===== src/rtl/gps_srq_sched_pkg.sv =====
// Shared constants for the GPS service-request scheduler.
// Channel count and index width, CPU opcode bit positions, FSM encoding.
// No logic; imported by the scheduler and its round-robin finder.
package gps_srq_sched_pkg;

  localparam int GPS_CHANS   = 12;
  localparam int CHAN_BITS   = 4;
  localparam int OVR_BITS    = 4;
  localparam int HOST_MAX    = 8;
  localparam int ACK_TIMEOUT = 65535;
  localparam int TMR_BITS    = 16;

  // Bit positions of the CPU event opcodes that drive svc_ack / ovr_clr
  localparam int SVC_ACK_BIT = 0;
  localparam int OVR_CLR_BIT = 1;

  localparam logic [1:0] ST_IDLE  = 2'd0;
  localparam logic [1:0] ST_ARB   = 2'd1;
  localparam logic [1:0] ST_GRANT = 2'd2;

  typedef enum logic [1:0] {
    IDLE  = ST_IDLE,
    ARB   = ST_ARB,
    GRANT = ST_GRANT
  } state_t;

endpackage


===== src/rtl/gps_rr_pick.sv =====
// Round-robin priority finder: first set request at or after ptr+1, wrapping.
// Purely combinational, zero latency.
// No flow control; found=0 when the request vector is empty.
module gps_rr_pick #(
  parameter int N = 12,
  parameter int W = 4
) (
  input  logic [N-1:0] req,
  input  logic [W-1:0] ptr,
  output logic         found,
  output logic [W-1:0] idx
);

  // Scan N slots upward from ptr+1 and keep the first hit
  always_comb begin
    int c;
    found = 1'b0;
    idx   = '0;
    c     = 0;
    for (int k = 1; k <= N; k++) begin
      c = int'(ptr) + k;
      if (c >= N) c = c - N;
      if (c >= N) c = c - N;
      if (!found && req[c[W-1:0]]) begin
        found = 1'b1;
        idx   = W'(c);
      end
    end
  end

endmodule


===== src/rtl/gps_srq_sched.sv =====
// Latches channel epoch pulses and grants them (plus host) round-robin to the CPU.
// Pulse to pending: 1 cycle; pulse to svc_valid: 3 cycles; ack drops valid next cycle.
// One grant outstanding; held until svc_ack, channel mask-off, or ack timeout.
module gps_srq_sched
  import gps_srq_sched_pkg::*;
#(
  parameter int ACK_TIMEOUT_CYC = ACK_TIMEOUT
) (
  input  logic                 clk,
  input  logic                 rst,
  input  logic [GPS_CHANS-1:0] chan_srq,
  input  logic                 host_srq,
  input  logic [GPS_CHANS-1:0] chan_mask,
  input  logic                 svc_ack,
  output logic                 svc_valid,
  output logic                 svc_host,
  output logic [CHAN_BITS-1:0] svc_chan,
  output logic [GPS_CHANS-1:0] pending,
  output logic                 timeout_flag,
  input  logic [CHAN_BITS-1:0] ovr_sel,
  output logic [OVR_BITS-1:0]  ovr_cnt,
  input  logic                 ovr_clr
);

  localparam int SB = $clog2(HOST_MAX + 1);

  state_t               state;
  logic [CHAN_BITS-1:0] rr;
  logic [SB-1:0]        starve;
  logic [TMR_BITS-1:0]  tmr;
  logic [OVR_BITS-1:0]  ovr [GPS_CHANS];

  logic [GPS_CHANS-1:0] req;
  logic [GPS_CHANS-1:0] grant_vec;
  logic [GPS_CHANS-1:0] ack_vec;
  logic                 chan_drop;
  logic                 tmo;
  logic                 found;
  logic [CHAN_BITS-1:0] pick;
  logic                 host_pick;

  // Only enabled channels compete in arbitration
  assign req = pending & chan_mask;

  // One-hot of the channel currently granted (empty for host grants / no grant)
  always_comb begin
    grant_vec = '0;
    for (int i = 0; i < GPS_CHANS; i++)
      grant_vec[i] = (state == GRANT) && !svc_host && (svc_chan == CHAN_BITS'(i));
  end

  assign ack_vec   = grant_vec & {GPS_CHANS{svc_ack}};
  assign chan_drop = |(grant_vec & ~chan_mask);
  assign tmo       = (state == GRANT) && !svc_ack && !chan_drop &&
                     (tmr == TMR_BITS'(ACK_TIMEOUT_CYC - 1));
  assign host_pick = host_srq && (!(|req) || (starve >= SB'(HOST_MAX)));

  gps_rr_pick #(.N(GPS_CHANS), .W(CHAN_BITS)) u_pick (
    .req   (req),
    .ptr   (rr),
    .found (found),
    .idx   (pick)
  );

  // Pending epoch bits and saturating overrun counters per channel
  always_ff @(posedge clk) begin
    if (rst) begin
      pending <= '0;
      for (int i = 0; i < GPS_CHANS; i++) ovr[i] <= '0;
    end else begin
      for (int i = 0; i < GPS_CHANS; i++) begin
        if (!chan_mask[i])    pending[i] <= 1'b0;
        else if (chan_srq[i]) pending[i] <= 1'b1;
        else if (ack_vec[i])  pending[i] <= 1'b0;

        if (ovr_clr)
          ovr[i] <= '0;
        else if (chan_srq[i] && chan_mask[i] && pending[i] && !ack_vec[i] && (ovr[i] != '1))
          ovr[i] <= ovr[i] + 1'b1;
      end
    end
  end

  // Overrun readback; unused selector codes read as zero
  always_comb begin
    ovr_cnt = '0;
    for (int i = 0; i < GPS_CHANS; i++)
      if (ovr_sel == CHAN_BITS'(i)) ovr_cnt = ovr[i];
  end

  // Grant FSM with registered grant outputs, rr pointer, starve and timeout tracking
  always_ff @(posedge clk) begin
    if (rst) begin
      state        <= IDLE;
      rr           <= CHAN_BITS'(GPS_CHANS - 1);
      starve       <= '0;
      tmr          <= '0;
      svc_valid    <= 1'b0;
      svc_host     <= 1'b0;
      svc_chan     <= '0;
      timeout_flag <= 1'b0;
    end else begin
      if (ovr_clr)  timeout_flag <= 1'b0;
      else if (tmo) timeout_flag <= 1'b1;

      case (state)
        IDLE: begin
          if ((|pending) || host_srq) state <= ARB;
        end
        ARB: begin
          tmr <= '0;
          if (host_pick) begin
            svc_valid <= 1'b1;
            svc_host  <= 1'b1;
            svc_chan  <= '0;
            state     <= GRANT;
          end else if (found) begin
            svc_valid <= 1'b1;
            svc_host  <= 1'b0;
            svc_chan  <= pick;
            state     <= GRANT;
          end else begin
            state <= IDLE;
          end
        end
        GRANT: begin
          if (svc_ack || chan_drop || tmo) begin
            if (svc_ack && svc_host) begin
              starve <= '0;
            end else if (!svc_host) begin
              rr <= svc_chan;
              if (svc_ack && host_srq && (starve != '1)) starve <= starve + 1'b1;
            end
            svc_valid <= 1'b0;
            svc_host  <= 1'b0;
            svc_chan  <= '0;
            state     <= IDLE;
          end else begin
            tmr <= tmr + 1'b1;
          end
        end
        default: state <= IDLE;
      endcase
    end
  end

endmodule


===== config.mk =====
export PLATFORM = sky130hd
export DESIGN_NAME = gps_srq_sched
export DESIGN_NICKNAME = d
export VERILOG_FILES = /design/src/rtl/gps_srq_sched_pkg.sv /design/src/rtl/gps_rr_pick.sv /design/src/rtl/gps_srq_sched.sv
export SDC_FILE = /design/constraint.sdc
export NUM_CORES = 1
export LEC_CHECK = 0
export ABC_AREA = 1
export CORE_MARGIN = 3
export CORE_UTILIZATION = 61
export CTS_CLUSTER_SIZE = 10
export DETAILED_ROUTE_END_ITERATION = 8
export GPL_TIMING_DRIVEN = 0
export PLACE_DENSITY = 0.81
export SLEW_MARGIN = 40
export SYNTH_ARGS = -nofsm -noshare
export SYNTH_HDL_FRONTEND = slang
export SYNTH_SLANG_ARGS = --single-unit

===== constraint.sdc =====
create_clock -name clk -period 5.1 [get_ports clk]
set_clock_uncertainty 0.15 [all_clocks]
set_input_delay 1.02 -clock clk [delete_from_list [all_inputs] [get_ports clk]]
set_output_delay 1.02 -clock clk [all_outputs]
set_load 0.02 [all_outputs]

; Word-level counts from Yosys, hierarchy flattened
; Memories as Yosys holds them, arrays and structs flattened.
; Cells that the tools add are included.
[totals]
out_inout_bits = 23
ramBits = 48
input_bits = 33
reg_bits = 45
memories = 1
[classes]
reduce_logical = 148
order_cmp = 37
addsub = 50
n_bitwise = 42
muxes = 206
n_eq_ne = 43
[mem_list]
columns = memory, words, width, rd, rd_clocked_by_memory_dff, write_ports, line
row1 = ovr, 12, 4, 12, 0, 12, gps_srq_sched.sv:31  ; logic [OVR_BITS-1:0] ovr [GPS_CHANS];
[op_table]
columns = cell, n
row1 = $ge A32 B5 Y1 const B, 24
row2 = $mux W32, 12
row3 = $sub A32 B5 Y32 const B, 12
row4 = $mux W4, 66
row5 = $mux W1, 106
row6 = $logic_and A1 B1 Y1, 79
row7 = $lt A4 B5 Y1 const B, 12
row8 = $add A4 B1 Y4 const B, 13
row9 = $ne A4 B4 Y1 const B, 13
row10 = $bmux W1 S4, 12
row11 = $sub A4 B3 Y4 const B, 12
row12 = $and A12 B12 Y12, 3
row13 = $reduce_or A12 Y1, 3
row14 = $eq A4 B3 Y1 const B, 8
row15 = $eq A4 B4 Y1 const B, 8
row16 = $pmux W16 S2, 1
row17 = $reduce_bool A2 Y1, 14
row18 = $logic_not A1 Y1, 27
row19 = $reduce_or A2 Y1, 13
row20 = $add A4 B4 Y5 const B, 5
row21 = $or A1 B1 Y1, 24
row22 = $add A4 B3 Y5 const B, 4
row23 = $add A16 B1 Y16 const B, 1
row24 = $eq A16 B16 Y1 const B, 1
row25 = 23 further kinds, 53

; Longest topological paths before layout
[depth]
ltp_word = 44
depth_mapped = 36
ltp_nobuf = 35

; Hierarchy
; A second synthesis with hierarchy kept.
[unflattened]
hier_cells = 1315
area_unflattened_um2 = 8587.0
[by_module_without_submodules]
columns = mod, area_per_inst_um2, instances, cells_each, seq_area_each_um2
row1 = gps_srq_sched, 5392.7, 1, 716, 2342.2
row2 = gps_rr_pick, 3194.3, 1, 599, 0.0

; Worst setup path before layout
; Ideal clock, no wire load.
[synth_timing]
kind = reg2reg
startpoint = register rr[1]
endpoint = register svc_chan[0]
t_arrival_ns = 4.129
stages_incl_launch_ff = 31
synth_period_minus_slack_ns = 4.409
path_slack_ns = 0.691
setup_time_ns = 0.130
n_path_buf = 2
required_ns = 4.820
path_cell_list = dfxtp_1 buf_6 inv_1 buf_6 ha_1 inv_1 nand2_1 nand2_2 inv_1 ha_1 inv_1 ha_1 inv_1 a21oi_2 inv_1 o21ai_0 ha_1 o211ai_1 nand3_1 nand2_1 xor2_1 inv_1 o21bai_1 nand2_1 o21ai_1 nand4_2 nor3_4 nand4_2 nand3_1 nand3b_1 a21oi_1
[synth_between]
elab_chain_cells = 44
[synth_lines]
columns = element, line
row1 = start: declaration, gps_srq_sched.sv:28  ; logic [CHAN_BITS-1:0] rr;
row2 = start signal: assignment, gps_srq_sched.sv:95  ; rr <= CHAN_BITS'(GPS_CHANS - 1);
row3 = start signal: assignment, gps_srq_sched.sv:131  ; rr <= svc_chan;
row4 = $add A4 B1 Y5, gps_rr_pick.sv:21  ; c = int'(ptr) + k;
row5 = $sub A32 B5 Y32 / $ge A32 B5 Y1 (equally long branches), gps_rr_pick.sv:22  ; if (c >= N) c = c - N;
row6 = $mux W32, gps_rr_pick.sv:22
row7 = $ge A32 B5 Y1 / $sub A4 B3 Y4 (equally long branches), gps_rr_pick.sv:23  ; if (c >= N) c = c - N;
row8 = $mux W4, gps_rr_pick.sv:23
row9 = $bmux W1 S4, gps_rr_pick.sv:24  ; if (!found && req[c[W-1:0]]) begin
row10 = $mux W1 (implied by the code), gps_rr_pick.sv:24
row11 = $mux W1, gps_rr_pick.sv:24
row12 = [28 not listed], n/a
row13 = $logic_and A1 B1 Y1, gps_rr_pick.sv:24
row14 = $mux W1, gps_rr_pick.sv:24
row15 = $logic_not A1 Y1, gps_rr_pick.sv:24
row16 = $logic_and A1 B1 Y1, gps_rr_pick.sv:24
row17 = $mux W4, gps_rr_pick.sv:24
row18 = $mux W4, gps_srq_sched.sv:117  ; end else if (found) begin
row19 = $mux W4, gps_srq_sched.sv:112  ; if (host_pick) begin
row20 = $pmux W4 S2, gps_srq_sched.sv:106  ; case (state)
row21 = end signal: assignment, gps_srq_sched.sv:120  ; svc_chan <= pick;
row22 = end: declaration, gps_srq_sched.sv:17  ; output logic [CHAN_BITS-1:0] svc_chan,
; Parallel ways exist; a longest one is shown, timed or not. The select of a mux whose other input is x is not followed.
; A chain may end at the register's enable or synchronous reset.

; Worst setup path after layout
[layout_timing]
startpoint = input port ovr_sel[3]
endpoint = output port ovr_cnt[3]
[layout_between]
elab_chain_cells = 13
[layout_lines]
columns = element, line
row1 = start: declaration, gps_srq_sched.sv:20  ; input logic [CHAN_BITS-1:0] ovr_sel,
row2 = $logic_not A4 Y1, gps_srq_sched.sv:88  ; if (ovr_sel == CHAN_BITS'(i)) ovr_cnt = ovr[i];
row3 = $mux W4 (11 in a row), gps_srq_sched.sv:88
row4 = $mux W4 (*), gps_srq_sched.sv:88
row5 = end: declaration, gps_srq_sched.sv:21  ; output logic [OVR_BITS-1:0] ovr_cnt,
; Mark *: on every way between the ends. The rest lies on a longest branch, timed or not.

==> impl_results.md <==
* Outcome: finished clean
* Finished Layout Cells at between 1000 and 1500
* Critical Path AT at 3670 ps
* Most frequent cells in the layout: 316 x nand2_1, 172 x inv_1, 139 x nand3_1
* Die height at between 100 and 150 um
* Post-synth EDFFs at 48
* VDD IR-drop max at 0.4127 mV
* Sink Count at slightly above 90
* Relative slew slack at about 52%
* Total Nets Final at 1406
* Fin crit period at 4841 ps
* Post-synth ARST share at 0%
* Syn nets at 1332
* Initial DRC Count at between 800 and 900
* Met3 wire length at between 2 and 2.5 mm
* Vias in the first global route at between 7000 and 8000
* Root buf cell: clkbuf_16
* Worst-Skew Late Latency at ~350 ps
* Max cap viols at 0
* Synth Area in Adders at about a tenth
* Final hold slack at 310.4 ps
* Antenna-violating nets left at 0
* Post-CTS Hold Buffers at 0
* Avg Synthesized Cell Area at just under 7 um^2
* Worst setup margin at roughly 260 ps
* Port Buf Inserts at 55
* Total gr overflow at 0
* Fin. Hold Viols at 0
* DRT met1 WL at 9.405 mm
* WL/cell at ~15 um
* Antenna violations before repair at 0
* Top layer in use: met4
* Commonest non-fill, non-tap cell in the layout: nand2_1
* Ys Warns at 0
* CTS tree: done
* Worst-path clk slew at roughly 60 ps
* RR Endpoint: svc_chan[1]
* Vias per inst at 5.650
* Pin count of the biggest net entering global routing at 19
* Setup_tns at 0 ps
* Clock Path Buffers at 2
* Utilization after layout at 73.51%
* Metal2 WL at 9.709 mm
* Synthesized area at ~8300 um^2
* Achievable frequency at approximately 0.21 GHz
* Lkg Pwr at about 4.4 nW
* Power Dens Cells at ~630 nW/um^2
* Period Utilization, post-route at between 90% and 100%
* I/O Pins at 56
* CP Capture Point: ovr_cnt[3]
* Area Growth Syn to Fin at 14.80%
* Die X at about 120 um
* H-tree levels at 3
* WS Path Type: in2out
* Placement row count at slightly above 40
* CP max FO at 9
* Final-report max-slew violation count at 0
* Area of the multi-input gates at between 5000 and 6000 um^2
* Critical Path Sink Type: output port
* CTS Buf Count at 9
* First-pass GRT wire length at 34.78 mm
* Post-synthesis compound-gate area fraction at around 10%
* Flops & latches, synth at 93
* DRC Markers at 0
* Die area at about 15000 um^2
* Detailed-router iteration count before antenna repair at 5
* Largest family of logic cells by synthesized area: simple AND/OR/NAND/NOR gates
* Library cells used by synthesis at 58
* Share of layout cells above drive strength 1 at about 7.4%
* Ant diodes at 0
* Placed insts at 1457
* Hold crit path type: reg2reg
* Xor-xnor portion of the synthesized cell area at 4.066%
* Core box area at around 13000 um^2
* Mapped Cells at between 1000 and 1500
* Via count at 8368
* Detailed Place HPWL at between 15 and 20 mm
* Initial Utilization at 64.03%
* Final WL at 21.59 mm
* Post-Synth Simple-Gate Area at 37.44%
* Setup-failing EPs final at 0
* Critical Path Source Type: input pin
* Post-synthesis mux area share at 0%
* Prevailing post-synth register cell: edfxtp_1
* Crit path required time at approximately 3900 ps
* Placer Congestion at roughly 1
* # fillers at 1094
* FF-to-FF setup slack at between 300 and 400 ps
* Least-Margin Pin Slew at about 720 ps
* CP startpoint: ovr_sel[3]
* Worst slack at placement at -130.0 ps
* Sequential cell area at around 2400 um^2
* Cell count of the worst reg-to-reg path at 33
* Seq/Total Area, Yosys at between 20% and 30%
* RR Startpoint: rr[1]
* Total Routing Usage GR at 29.10%
==> registers in the layout (all words and copies together), names as in the netlist, 2 cells and up <==
name,cells
tmr,16
svc_chan,4
ovr,48
starve,4
rr,4
pending,12
state,2
==> where the power goes <==
group	internal [W]	total [W]	leakage [nW]	switching [W]
Sequential	0.000835	0.000890	0.901	0.0000555
Clock	0.000392	0.000707	0.148	0.000315
Combinational	0.00152	0.00442	3.33	0.00290
Total	0.00274	0.00601	4.38	0.00327
==> synthesized netlist by cell type, types with 2 or more instances <==
master | number | area share, %
nand2_1 | 317 | 14
inv_1 | 174 | 7.9
nand3_1 | 139 | 8.4
nor2_1 | 126 | 5.7
ha_1 | 69 | 10
a21oi_1 | 49 | 3.0
edfxtp_1 | 48 | 17
dfxtp_1 | 45 | 11
o21ai_0 | 37 | 2.2
nor3_1 | 36 | 2.2
xor2_1 | 24 | 2.5
nand4_1 | 22 | 1.7
o21ai_1 | 13 | 0.79
o211ai_1 | 12 | 1.1
inv_2 | 9 | 0.41
nand2_2 | 9 | 0.68
nand3_2 | 7 | 0.85
xnor2_1 | 7 | 0.74
nand3b_1 | 6 | 0.54
nor4_1 | 6 | 0.45
clkbuf_1 | 5 | 0.23
a21oi_2 | 4 | 0.42
nand4_2 | 4 | 0.60
o21a_1 | 4 | 0.36
o21bai_1 | 4 | 0.36
a221oi_1 | 3 | 0.32
a31oi_1 | 3 | 0.23
buf_2 | 3 | 0.18
nor3b_1 | 3 | 0.27
or2_2 | 3 | 0.23
a211oi_1 | 2 | 0.18
and2_1 | 2 | 0.15
buf_4 | 2 | 0.18
buf_6 | 2 | 0.27
clkinv_1 | 2 | 0.091
nand4_4 | 2 | 0.51
nor2_2 | 2 | 0.15
o2111ai_1 | 2 | 0.21
o21ai_2 | 2 | 0.21
xnor2_2 | 2 | 0.39
xor2_2 | 2 | 0.39
==> layer usage <==
layer  track usage (%)  up-vias
li1                  -     4226
met1             40.75     3780
met2             45.00      331
met3             5.853       31
met4             9.867        0
met5                 0        -
==> per-stage QoR <==
step	area [um^2]	total power, W
2_1_floorplan	8278	0.004230
3_3_place_gp	9044	0.005002
3_5_place_dp	9044	0.005065
4_1_cts	9369	0.005847
5_1_grt	9503	0.006658
6_report	9503	0.006015
==> cell type report <==
type	instances	share of cell area (%)
Buffer	14	0.9217
Timing Repair Buffer	63	6.425
Multi-Input combinational cell	937	54.94
Clock buffer	9	2.370
Tap cell	172	2.265
Sequential cell	93	24.74
Clock inverter	7	0.9217
Inverter	186	7.413
==> worst max-delay path, cell delays in order <==
cell             delay (ps)
clkdlybuf4s50_1         440
nor2_1                  510
inv_1                   120
nor2_1                  260
nand2_1                 100
nand3_1                  80
a21oi_1                  80
nand4_1                 130
nor3_1                   70
o2111ai_1               210
clkdlybuf4s50_1         650
==> repair_timing <==
item | CTS | global route
gates cloned | 0 | 0
pin swaps | 1 | 4
gates resized for setup | 3 | 21
endpoints found under the setup margin | 7 | 7
buffers inserted | 1 | 7
==> logic make-up after synthesis <==
logic type	count (synthesis)
XOR/XNOR	35
buffers and inverters	200
AO/OA/AOI/OAI	144
adder cells (fa/ha/maj)	69
AND/OR/NAND/NOR	689
flip-flops	93
==> how the worst min path moves through the flow <==
stage / cells after the start / to / slack (ps) / startpoint
3_5_place_dp: 1 / state[0] / 290 / state[0]
4_1_cts: 1 / state[0] / 300 / state[1]
5_1_grt: 1 / state[0] / 350 / state[0]
6_report: 1 / state[0] / 310 / state[1]
2_1_floorplan: 1 / state[0] / 270 / state[0]
3_3_place_gp: 1 / state[0] / 290 / state[0]
(Power assumes the default switching activity.)
